<file path="config.mk">
export PLATFORM = sky130hd
export DESIGN_NAME = fetch_unit
export DESIGN_NICKNAME = d
export VERILOG_FILES = /design/src/rtl/fetch_unit_pkg.sv /design/src/rtl/fetch_fifo.sv /design/src/rtl/fetch_unit.sv
export SDC_FILE = /design/constraint.sdc
export NUM_CORES = 1
export LEC_CHECK = 0
export ABC_CLOCK_PERIOD_IN_PS = 5300
export CORE_ASPECT_RATIO = 0.9
export CORE_UTILIZATION = 53
export DETAILED_ROUTE_END_ITERATION = 10
export PLACE_DENSITY = 0.77
export SKIP_CTS_REPAIR_TIMING = 1
export SLEW_MARGIN = 20
export SYNTH_ARGS = -nofsm -noshare
export SYNTH_HDL_FRONTEND = slang
export SYNTH_SLANG_ARGS = --single-unit
</file>
<file path="constraint.sdc">
create_clock -name i_clk -period 5.3 [get_ports i_clk]
set_input_delay 0.795 -clock i_clk [delete_from_list [all_inputs] [get_ports i_clk]]
set_output_delay 0.795 -clock i_clk [all_outputs]
set_load 0.05 [all_outputs]
</file>
<file path="src/rtl/fetch_unit_pkg.sv">
// Shared definitions for the instruction fetch stage: instruction width and the bubble encoding.
`ifndef FETCH_UNIT_DEFINES
`define FETCH_UNIT_DEFINES
`define NOP_INSTR 32'h0000_0013
`define INSTR_BITS 32
`endif

package fetch_unit_pkg;

   localparam int unsigned INSTR_W = `INSTR_BITS;
   localparam logic [INSTR_W-1:0] NOP_INSTR = `NOP_INSTR;

endpackage

</file>
<file path="src/rtl/fetch_fifo.sv">
// Small synchronous FIFO with push/pop/flush; used for the in-flight PC queue and the decode buffer.
module fetch_fifo #(
   parameter int unsigned DEPTH = 2,
   parameter int unsigned WIDTH = 32,
   localparam int unsigned CW = $clog2(DEPTH + 1)
) (
   input  logic             i_clk,
   input  logic             i_rst_n,
   input  logic             i_push,
   input  logic [WIDTH-1:0] i_push_data,
   input  logic             i_pop,
   input  logic             i_flush,
   output logic [WIDTH-1:0] o_head,
   output logic             o_empty,
   output logic             o_full,
   output logic [CW-1:0]    o_count
);

   localparam int unsigned PW = (DEPTH > 1) ? $clog2(DEPTH) : 1;

   logic [WIDTH-1:0] r_mem [DEPTH];
   logic [PW-1:0]    r_rdPtr;
   logic [PW-1:0]    r_wrPtr;
   logic [CW-1:0]    r_count;
   logic             w_doPush;
   logic             w_doPop;

   function automatic logic [PW-1:0] bumpPtr(input logic [PW-1:0] ptr);
      return (ptr == PW'(DEPTH - 1)) ? '0 : ptr + 1'b1;
   endfunction

   assign o_empty  = (r_count == '0);
   assign o_full   = (r_count == CW'(DEPTH));
   assign o_count  = r_count;
   assign o_head   = r_mem[r_rdPtr];
   assign w_doPush = i_push & ~o_full;
   assign w_doPop  = i_pop & ~o_empty;

   // Flush wins over any same-cycle push or pop.
   always_ff @(posedge i_clk) begin
      if (!i_rst_n || i_flush) begin
         r_rdPtr <= '0;
         r_wrPtr <= '0;
         r_count <= '0;
      end else begin
         if (w_doPush) begin
            r_mem[r_wrPtr] <= i_push_data;
            r_wrPtr        <= bumpPtr(r_wrPtr);
         end
         if (w_doPop) begin
            r_rdPtr <= bumpPtr(r_rdPtr);
         end
         case ({w_doPush, w_doPop})
            2'b10:   r_count <= r_count + 1'b1;
            2'b01:   r_count <= r_count - 1'b1;
            default: r_count <= r_count;
         endcase
      end
   end

endmodule

</file>
<file path="src/rtl/fetch_unit.sv">
// Instruction fetch stage: owns the PC, issues credit-limited in-order fetches and buffers
// returned instructions for decode, honouring stall and branch redirect from later stages.
module fetch_unit
   import fetch_unit_pkg::*;
#(
   parameter int unsigned      XLEN       = 32,
   parameter logic [XLEN-1:0]  RESET_PC   = '0,
   parameter int unsigned      FIFO_DEPTH = 2
) (
   input  logic               i_clk,
   input  logic               i_rst_n,
   input  logic               i_stall_fetch,
   input  logic               i_took_branch,
   input  logic [XLEN-1:0]    i_branch_target,
   output logic               o_imem_req_valid,
   input  logic               i_imem_req_ready,
   output logic [XLEN-1:0]    o_imem_req_addr,
   input  logic               i_imem_resp_valid,
   input  logic [INSTR_W-1:0] i_imem_resp_data,
   output logic               o_valid_dec,
   output logic [INSTR_W-1:0] o_instr_dec,
   output logic [XLEN-1:0]    o_pc_dec
);

   localparam int unsigned CW = $clog2(FIFO_DEPTH + 1);
   localparam int unsigned DW = XLEN + INSTR_W;

   logic [XLEN-1:0] r_pc;
   logic [CW-1:0]   r_outstanding;
   logic [CW-1:0]   r_dropCnt;

   logic            w_credit;
   logic            w_fire;
   logic            w_respLive;
   logic            w_dropResp;
   logic            w_push;
   logic            w_pop;
   logic [XLEN-1:0] w_respPc;
   logic [DW-1:0]   w_decHead;
   logic            w_decEmpty;
   logic            w_decFull;
   logic [CW-1:0]   w_decCount;
   logic            w_pcqEmpty;
   logic            w_pcqFull;
   logic [CW-1:0]   w_pcqCount;

   // Credit counts every slot already promised: requests in flight plus buffered entries.
   assign w_credit         = (32'(r_outstanding) + 32'(w_decCount)) < FIFO_DEPTH;
   assign o_imem_req_valid = i_rst_n & ~i_took_branch & w_credit;
   assign o_imem_req_addr  = r_pc;
   assign w_fire           = o_imem_req_valid & i_imem_req_ready;

   assign w_respLive = i_imem_resp_valid & (r_outstanding != '0);
   assign w_dropResp = w_respLive & (i_took_branch | (r_dropCnt != '0));
   assign w_push     = w_respLive & ~w_dropResp;
   assign w_pop      = o_valid_dec & ~i_stall_fetch & ~i_took_branch;

   assign o_valid_dec = ~w_decEmpty;
   assign o_instr_dec = o_valid_dec ? w_decHead[INSTR_W-1:0] : NOP_INSTR;
   assign o_pc_dec    = o_valid_dec ? w_decHead[DW-1:INSTR_W] : '0;

   // On redirect every response still in flight belongs to the squashed stream, so the
   // drop count becomes the post-cycle outstanding count rather than accumulating.
   always_ff @(posedge i_clk) begin
      if (!i_rst_n) begin
         r_pc          <= RESET_PC;
         r_outstanding <= '0;
         r_dropCnt     <= '0;
      end else begin
         if (i_took_branch) begin
            r_pc <= i_branch_target;
         end else if (w_fire) begin
            r_pc <= r_pc + XLEN'(4);
         end
         r_outstanding <= r_outstanding + CW'(w_fire) - CW'(w_respLive);
         if (i_took_branch) begin
            r_dropCnt <= r_outstanding - CW'(w_respLive);
         end else if (w_respLive && (r_dropCnt != '0)) begin
            r_dropCnt <= r_dropCnt - 1'b1;
         end
      end
   end

   fetch_fifo #(.DEPTH(FIFO_DEPTH), .WIDTH(XLEN)) u_pcQueue (
      .i_clk       (i_clk),
      .i_rst_n     (i_rst_n),
      .i_push      (w_fire),
      .i_push_data (r_pc),
      .i_pop       (w_respLive),
      .i_flush     (1'b0),
      .o_head      (w_respPc),
      .o_empty     (w_pcqEmpty),
      .o_full      (w_pcqFull),
      .o_count     (w_pcqCount)
   );

   fetch_fifo #(.DEPTH(FIFO_DEPTH), .WIDTH(DW)) u_decBuffer (
      .i_clk       (i_clk),
      .i_rst_n     (i_rst_n),
      .i_push      (w_push),
      .i_push_data ({w_respPc, i_imem_resp_data}),
      .i_pop       (w_pop),
      .i_flush     (i_took_branch),
      .o_head      (w_decHead),
      .o_empty     (w_decEmpty),
      .o_full      (w_decFull),
      .o_count     (w_decCount)
   );

   respNeedsOutstanding: assert property (@(posedge i_clk) disable iff (!i_rst_n)
      i_imem_resp_valid |-> (r_outstanding != '0) && !w_pcqEmpty);
   noPushWhenFull: assert property (@(posedge i_clk) disable iff (!i_rst_n)
      !(w_push && w_decFull));
   noIssueWhenPcqFull: assert property (@(posedge i_clk) disable iff (!i_rst_n)
      !(w_fire && w_pcqFull));
   pcqTracksOutstanding: assert property (@(posedge i_clk) disable iff (!i_rst_n)
      w_pcqCount == r_outstanding);

endmodule
</file>
[Word-level counts from Yosys, hierarchy flattened]
Memory sizes are Yosys's and may differ from the RTL's. A register that Yosys moved wholly into a read port is not among the register bits.
Index checks and enable logic that the tools add are counted.
Cells by class
  add/subtract/negate cells: 14
  order comparisons: 1
  equality and inequality tests: 6
  muxes and demuxes: 22
  bitwise logic cells: 20
  reduce and logical (&&, ||, !) cells: 11
Operator list (count)
  two-way mux 32 bit: 4
  adder 32 x 3 -> 32 bit (second input constant): 1
  two-way mux 1 bit: 14
  AND 1 bit: 12
  nonzero test 2 bit: 6
  equality test 2 bit (second input constant): 4
  case mux 2 bit (2 select lines): 2
  NOT 1 bit: 7
  subtractor 2 x 1 -> 2 bit (second input constant): 3
  adder 1 bit (second input constant): 4
  adder 2 x 1 -> 2 bit (second input constant): 2
  equality test 2 x 1 -> 1 bit (second input constant): 2
  logical NOT 2 bit: 2
  two-way mux 2 bit: 2
  subtractor 2 x 1 -> 2 bit: 2
  adder 2 x 2 -> 3 bit: 1
  less-than comparator 3 x 2 -> 1 bit (second input constant): 1
  adder 2 x 1 -> 2 bit: 1
  logical AND 1 bit: 1
  logical NOT 1 bit: 1
  logical OR 1 bit: 1
  OR 1 bit: 1
Storage, ports and cells
  register bits: 44
  memory bits (writable): 192
  bits of input ports: 70
  output and inout bits: 98
  logic and storage cells: 85
  memories kept: 2
Memories
  u_decBuffer.r_mem: words 2, bits a word 64, rd ports 1, clocked after memory_dff 1, write ports 1, line fetch_fifo.sv:21  | logic [WIDTH-1:0] r_mem [DEPTH];
  u_pcQueue.r_mem: words 2, bits a word 32, rd ports 1, clocked after memory_dff 1, write ports 1, line fetch_fifo.sv:21

[Depth between registers and ports, before layout]
  word-level depth: 9
  depth in mapped cells: 10

[Hierarchy]
From an unflattened synthesis, not the netlist that was laid out.
Unflattened totals
  cells, all modules: 726
  area total of the unflattened synthesis: 10197.3 µm²
Modules (own cells, without submodules)
  fetch_fifo at u_decBuffer: times used 1, cells each 226, area each 4828.4 µm², sequential area each 3943.8 µm²
  fetch_unit: times used 1, cells each 373, area each 2839.0 µm², sequential area each 720.7 µm²
  fetch_fifo at u_pcQueue: times used 1, cells each 127, area each 2529.9 µm², sequential area each 2021.9 µm²

[Worst setup path before layout]
OpenSTA, ideal clock, no wires.
  path type: input to register
  start point: input port i_rst_n
  end point: memory u_decBuffer.r_mem[0][0] (netlist name), enable pin
  library setup time: 0.486 ns
  arrival: 4.084 ns
  required time: 4.814 ns
  path slack: 0.730 ns
  stages: 4
  buffers on the path: 2
  path through: clkbuf_1 buf_1 nand2_1 nor2_1
On the way
  longest elaborated chain between the ends: 4
RTL lines
  start: declaration: line fetch_unit.sv:11  | input logic i_rst_n,
  logical NOT 1 bit: line fetch_fifo.sv:41  | if (!i_rst_n || i_flush) begin
  logical OR 1 bit: line fetch_fifo.sv:41
  two-way mux 1 bit: line fetch_fifo.sv:41
  two-way mux 1 bit (implied by the code): line fetch_fifo.sv:47  | r_mem[r_wrPtr] <= i_push_data;
  end: declaration: line fetch_fifo.sv:21
Every way passes these cells.

[Final worst setup path]
  start point: input port i_took_branch
  end point: output port o_imem_req_valid
On the way
  longest elaborated chain between the ends: 3
RTL lines
  start: declaration: line fetch_unit.sv:13  | input logic i_took_branch,
  NOT 1 bit: line fetch_unit.sv:49  | assign o_imem_req_valid = i_rst_n & ~i_took_branch & w_credit;
  AND 1 bit (2 in a row): line fetch_unit.sv:49
  end: declaration: line fetch_unit.sv:15  | output logic o_imem_req_valid,
Every way passes these cells.

==> impl_metrics.toml <==
[run_status]
status = "finished clean"

[floorplan]
fp-row-count = 46
coreArea_um2 = 17800
die_y_um = 131
fp.dieW_um = 145
boundaryPins = 168
initial_core_util_pct = 54.8
dieArea_um2 = 19000

[synthesis]
synth_compound_area_share_pct = 5.15
netlist.area_leader.share_pct = 59.0
synth_area_um2 = 9770
ys_types = 54
seq_area_frac_synth_pct = 68.4
synthTopCellsByArea = "edfxtp_1 (59%), dfxtp_1 (9.4%), mux2i_1 (6.9%)"
yosys_register_bits = 238
avgSynthCellArea_um2 = 13.9
synth-edff-count = 192
synthArstFlopShare_pct = 0
synthAdderAreaFrac_pct = 1.10
ys.flop_type = "edfxtp_1"
synth_top_family_by_area = "simple AND/OR/NAND/NOR gates"
synth-xor-area-share_pct = 1.52
yosysTopAreaCell = "edfxtp_1"
synthSimpleGateAreaFrac_pct = 11.2
netlist_instances = 703
syn-num-nets = 781
ys_warn_count = 0
synth_mux_area_share_pct = 10.6

[cts]
cts_sinks = 238
clk_path_buf_depth = 3
htreeDepth = 1
cts_tree = "built"
numCtsBuffers = 24
insertion_delay_ps = 510
root_buffer = "clkbuf_16"
path_clk_slew_ps = 60

[sta]
setup_violations = 0
final-hold-violation-count = 0
skew_ps = 15.5
grt_setup_unrepaired = "false"
fmax_mhz = 256
fin_tns_setup_ps = 0
report.final.slew_viol_count = 0
relSlewSlack_pct = 36.4
post-route-min-period_ps = 3910
worstMarginPinSlew_ps = 952
period_share_pct = 73.8

[route]
drc = 0
routedWlPerCell_um = 19.0
drt_first_pass_iters = 5
drtIter0Drc = 469
vias = 6409
routed_wl_mm = 21.4
via_per_inst = 5.69
ant_nets = 0

[pwr]
ir_drop_v = 0.000245
p_leak_uw = 0.00410
p_per_area_nw_per_um2 = 352

[placement]
port_buffers = 167
hpwl_mm = 14.1
placed_area_um2 = 11700
gp_congestion = 0.901
place_inst = 1084

[setup_path]
worstPathRequired_ps = 4510
start_kind = "primary input"
arrival_ps = 3120
worstPathMaxFanout = 23
cp-end-kind = "output port"
rr_worst_depth = 6
critPathKind = "in2out"

[global_route]
track_usage_pct = 22.3
grt_first_pass_wirelength_mm = 33.2
grt_pass1_vias = 6110
grt_start_max_net_pins = 65
grt-ovfl-total = 0
antenna_found_initial = 0

[cells_and_area]
final_nets = 949
layout-drive-gt1-share_pct = 9.93
fill_cells = 1222
layout_commonest_cell = "edfxtp_1"
finalNonFillerCells = 1126
syn2layout_area_growth_pct = 28.2
diodes = 0
multi_input_area_um2 = 2920
fin_area_um2 = 12500
regArea_um2 = 6690
final_cell_mix = "edfxtp_1 (192), clkdlybuf4s50_1 (167), nor2_1 (75), mux2i_1 (67), dfxtp_1 (45)"

[min_path]
hold-path-cell-count = 2
hold_class = "reg2reg"

[run]
maxCapViolCount = 0
## stage by stage
step	hold WS (ps)	util [%]	total power (µW)	setup slack, ps
final	531	70.2	4410	1390
after detailed placement	525	65.6	2750	1440
after global routing	555	70.2	4550	1270
after global placement	491	65.6	2730	1470
after floorplan	478	-	2540	730
after CTS	531	70.1	4430	1430
## flip-flops by register name, summed over array words and instances, names as in the netlist, named ones only
signal / cells
u_decBuffer.r_wrPtr: 1
r_dropCnt: 2
u_pcQueue.r_wrPtr: 1
u_pcQueue.r_mem: 64
r_outstanding: 2
u_pcQueue.r_rdPtr: 1
u_decBuffer.r_rdPtr: 1
u_decBuffer.o_count: 2
u_decBuffer.r_mem: 128
u_pcQueue.o_count: 2
o_imem_req_addr: 32
## critical path: stages
cell and delay [ps]:
clkdlybuf4s50_1 850, nand2b_1 440, nor3_1 190, clkdlybuf4s50_1 830
## metal layers
layer | part of all wire (%) | global-route usage [%] | routed length, µm
met1 | 44 | 31.6 | 9390
met2 | 47 | 35.8 | 9990
met3 | 8.2 | 4.31 | 1750
met4 | 1.2 | 5.51 | 265
met5 | 0 | 0 | 0
## synthesized netlist by cell type, types with 2 or more instances
| cell type | count |
|---|---|
| edfxtp_1 | 192 |
| nor2_1 | 79 |
| mux2i_1 | 67 |
| dfxtp_1 | 46 |
| mux2_2 | 32 |
| nand2_1 | 30 |
| clkbuf_1 | 27 |
| o21ai_0 | 25 |
| nand3_1 | 18 |
| inv_1 | 14 |
| nor3_1 | 13 |
| xnor2_1 | 13 |
| a31oi_1 | 11 |
| and4_1 | 11 |
| nand4_1 | 10 |
| nor4_1 | 10 |
| and2_1 | 8 |
| buf_1 | 8 |
| nand2b_1 | 8 |
| ha_1 | 7 |
| a21oi_1 | 6 |
| and3_1 | 6 |
| or4_1 | 6 |
| o211a_1 | 5 |
| nor2b_1 | 4 |
| o311a_1 | 4 |
| o31ai_1 | 4 |
| or3_1 | 4 |
| xor2_1 | 4 |
| a211oi_1 | 3 |
| a21boi_0 | 2 |
| a21o_1 | 2 |
| a311oi_1 | 2 |
| o21a_1 | 2 |
## power by group
group	switching (µW)	internal [µW]	total, µW
Sequential	74.0	2110	2180
Combinational	320	214	534
Clock	681	1010	1690
## worst paths after layout
kind / from / endpoint / slack (ps)
setup reg to reg: u_decBuffer.o_count[0] / o_imem_req_addr[22] / 1920
hold reg to reg: u_pcQueue.o_count[1] / u_pcQueue.o_count[1] / 530
setup / recovery: i_took_branch / o_imem_req_valid / 1390
hold / removal: u_pcQueue.o_count[1] / u_pcQueue.o_count[1] / 530
## cell type report
class | instances | share of cell area [%]
sequential | 238 | 53.4
timing repair buffer | 179 | 14.2
clock buffer | 30 | 5.14
clock inverter | 11 | 1.16
multi-input combinational | 414 | 23.3
tap | 240 | 2.40
inverter | 14 | 0.419
## logic make-up after synthesis
| kind of cell | count (synthesis) |
|---|---|
| xor gates and xnor gates | 17 |
| and+or+nand+nor | 216 |
| AOI/OAI and AO/OA | 74 |
| buffers and inverters | 51 |
| adders and majority gates | 8 |
| muxes | 99 |
| DFF | 238 |
Power figures use the tool's default switching activity.
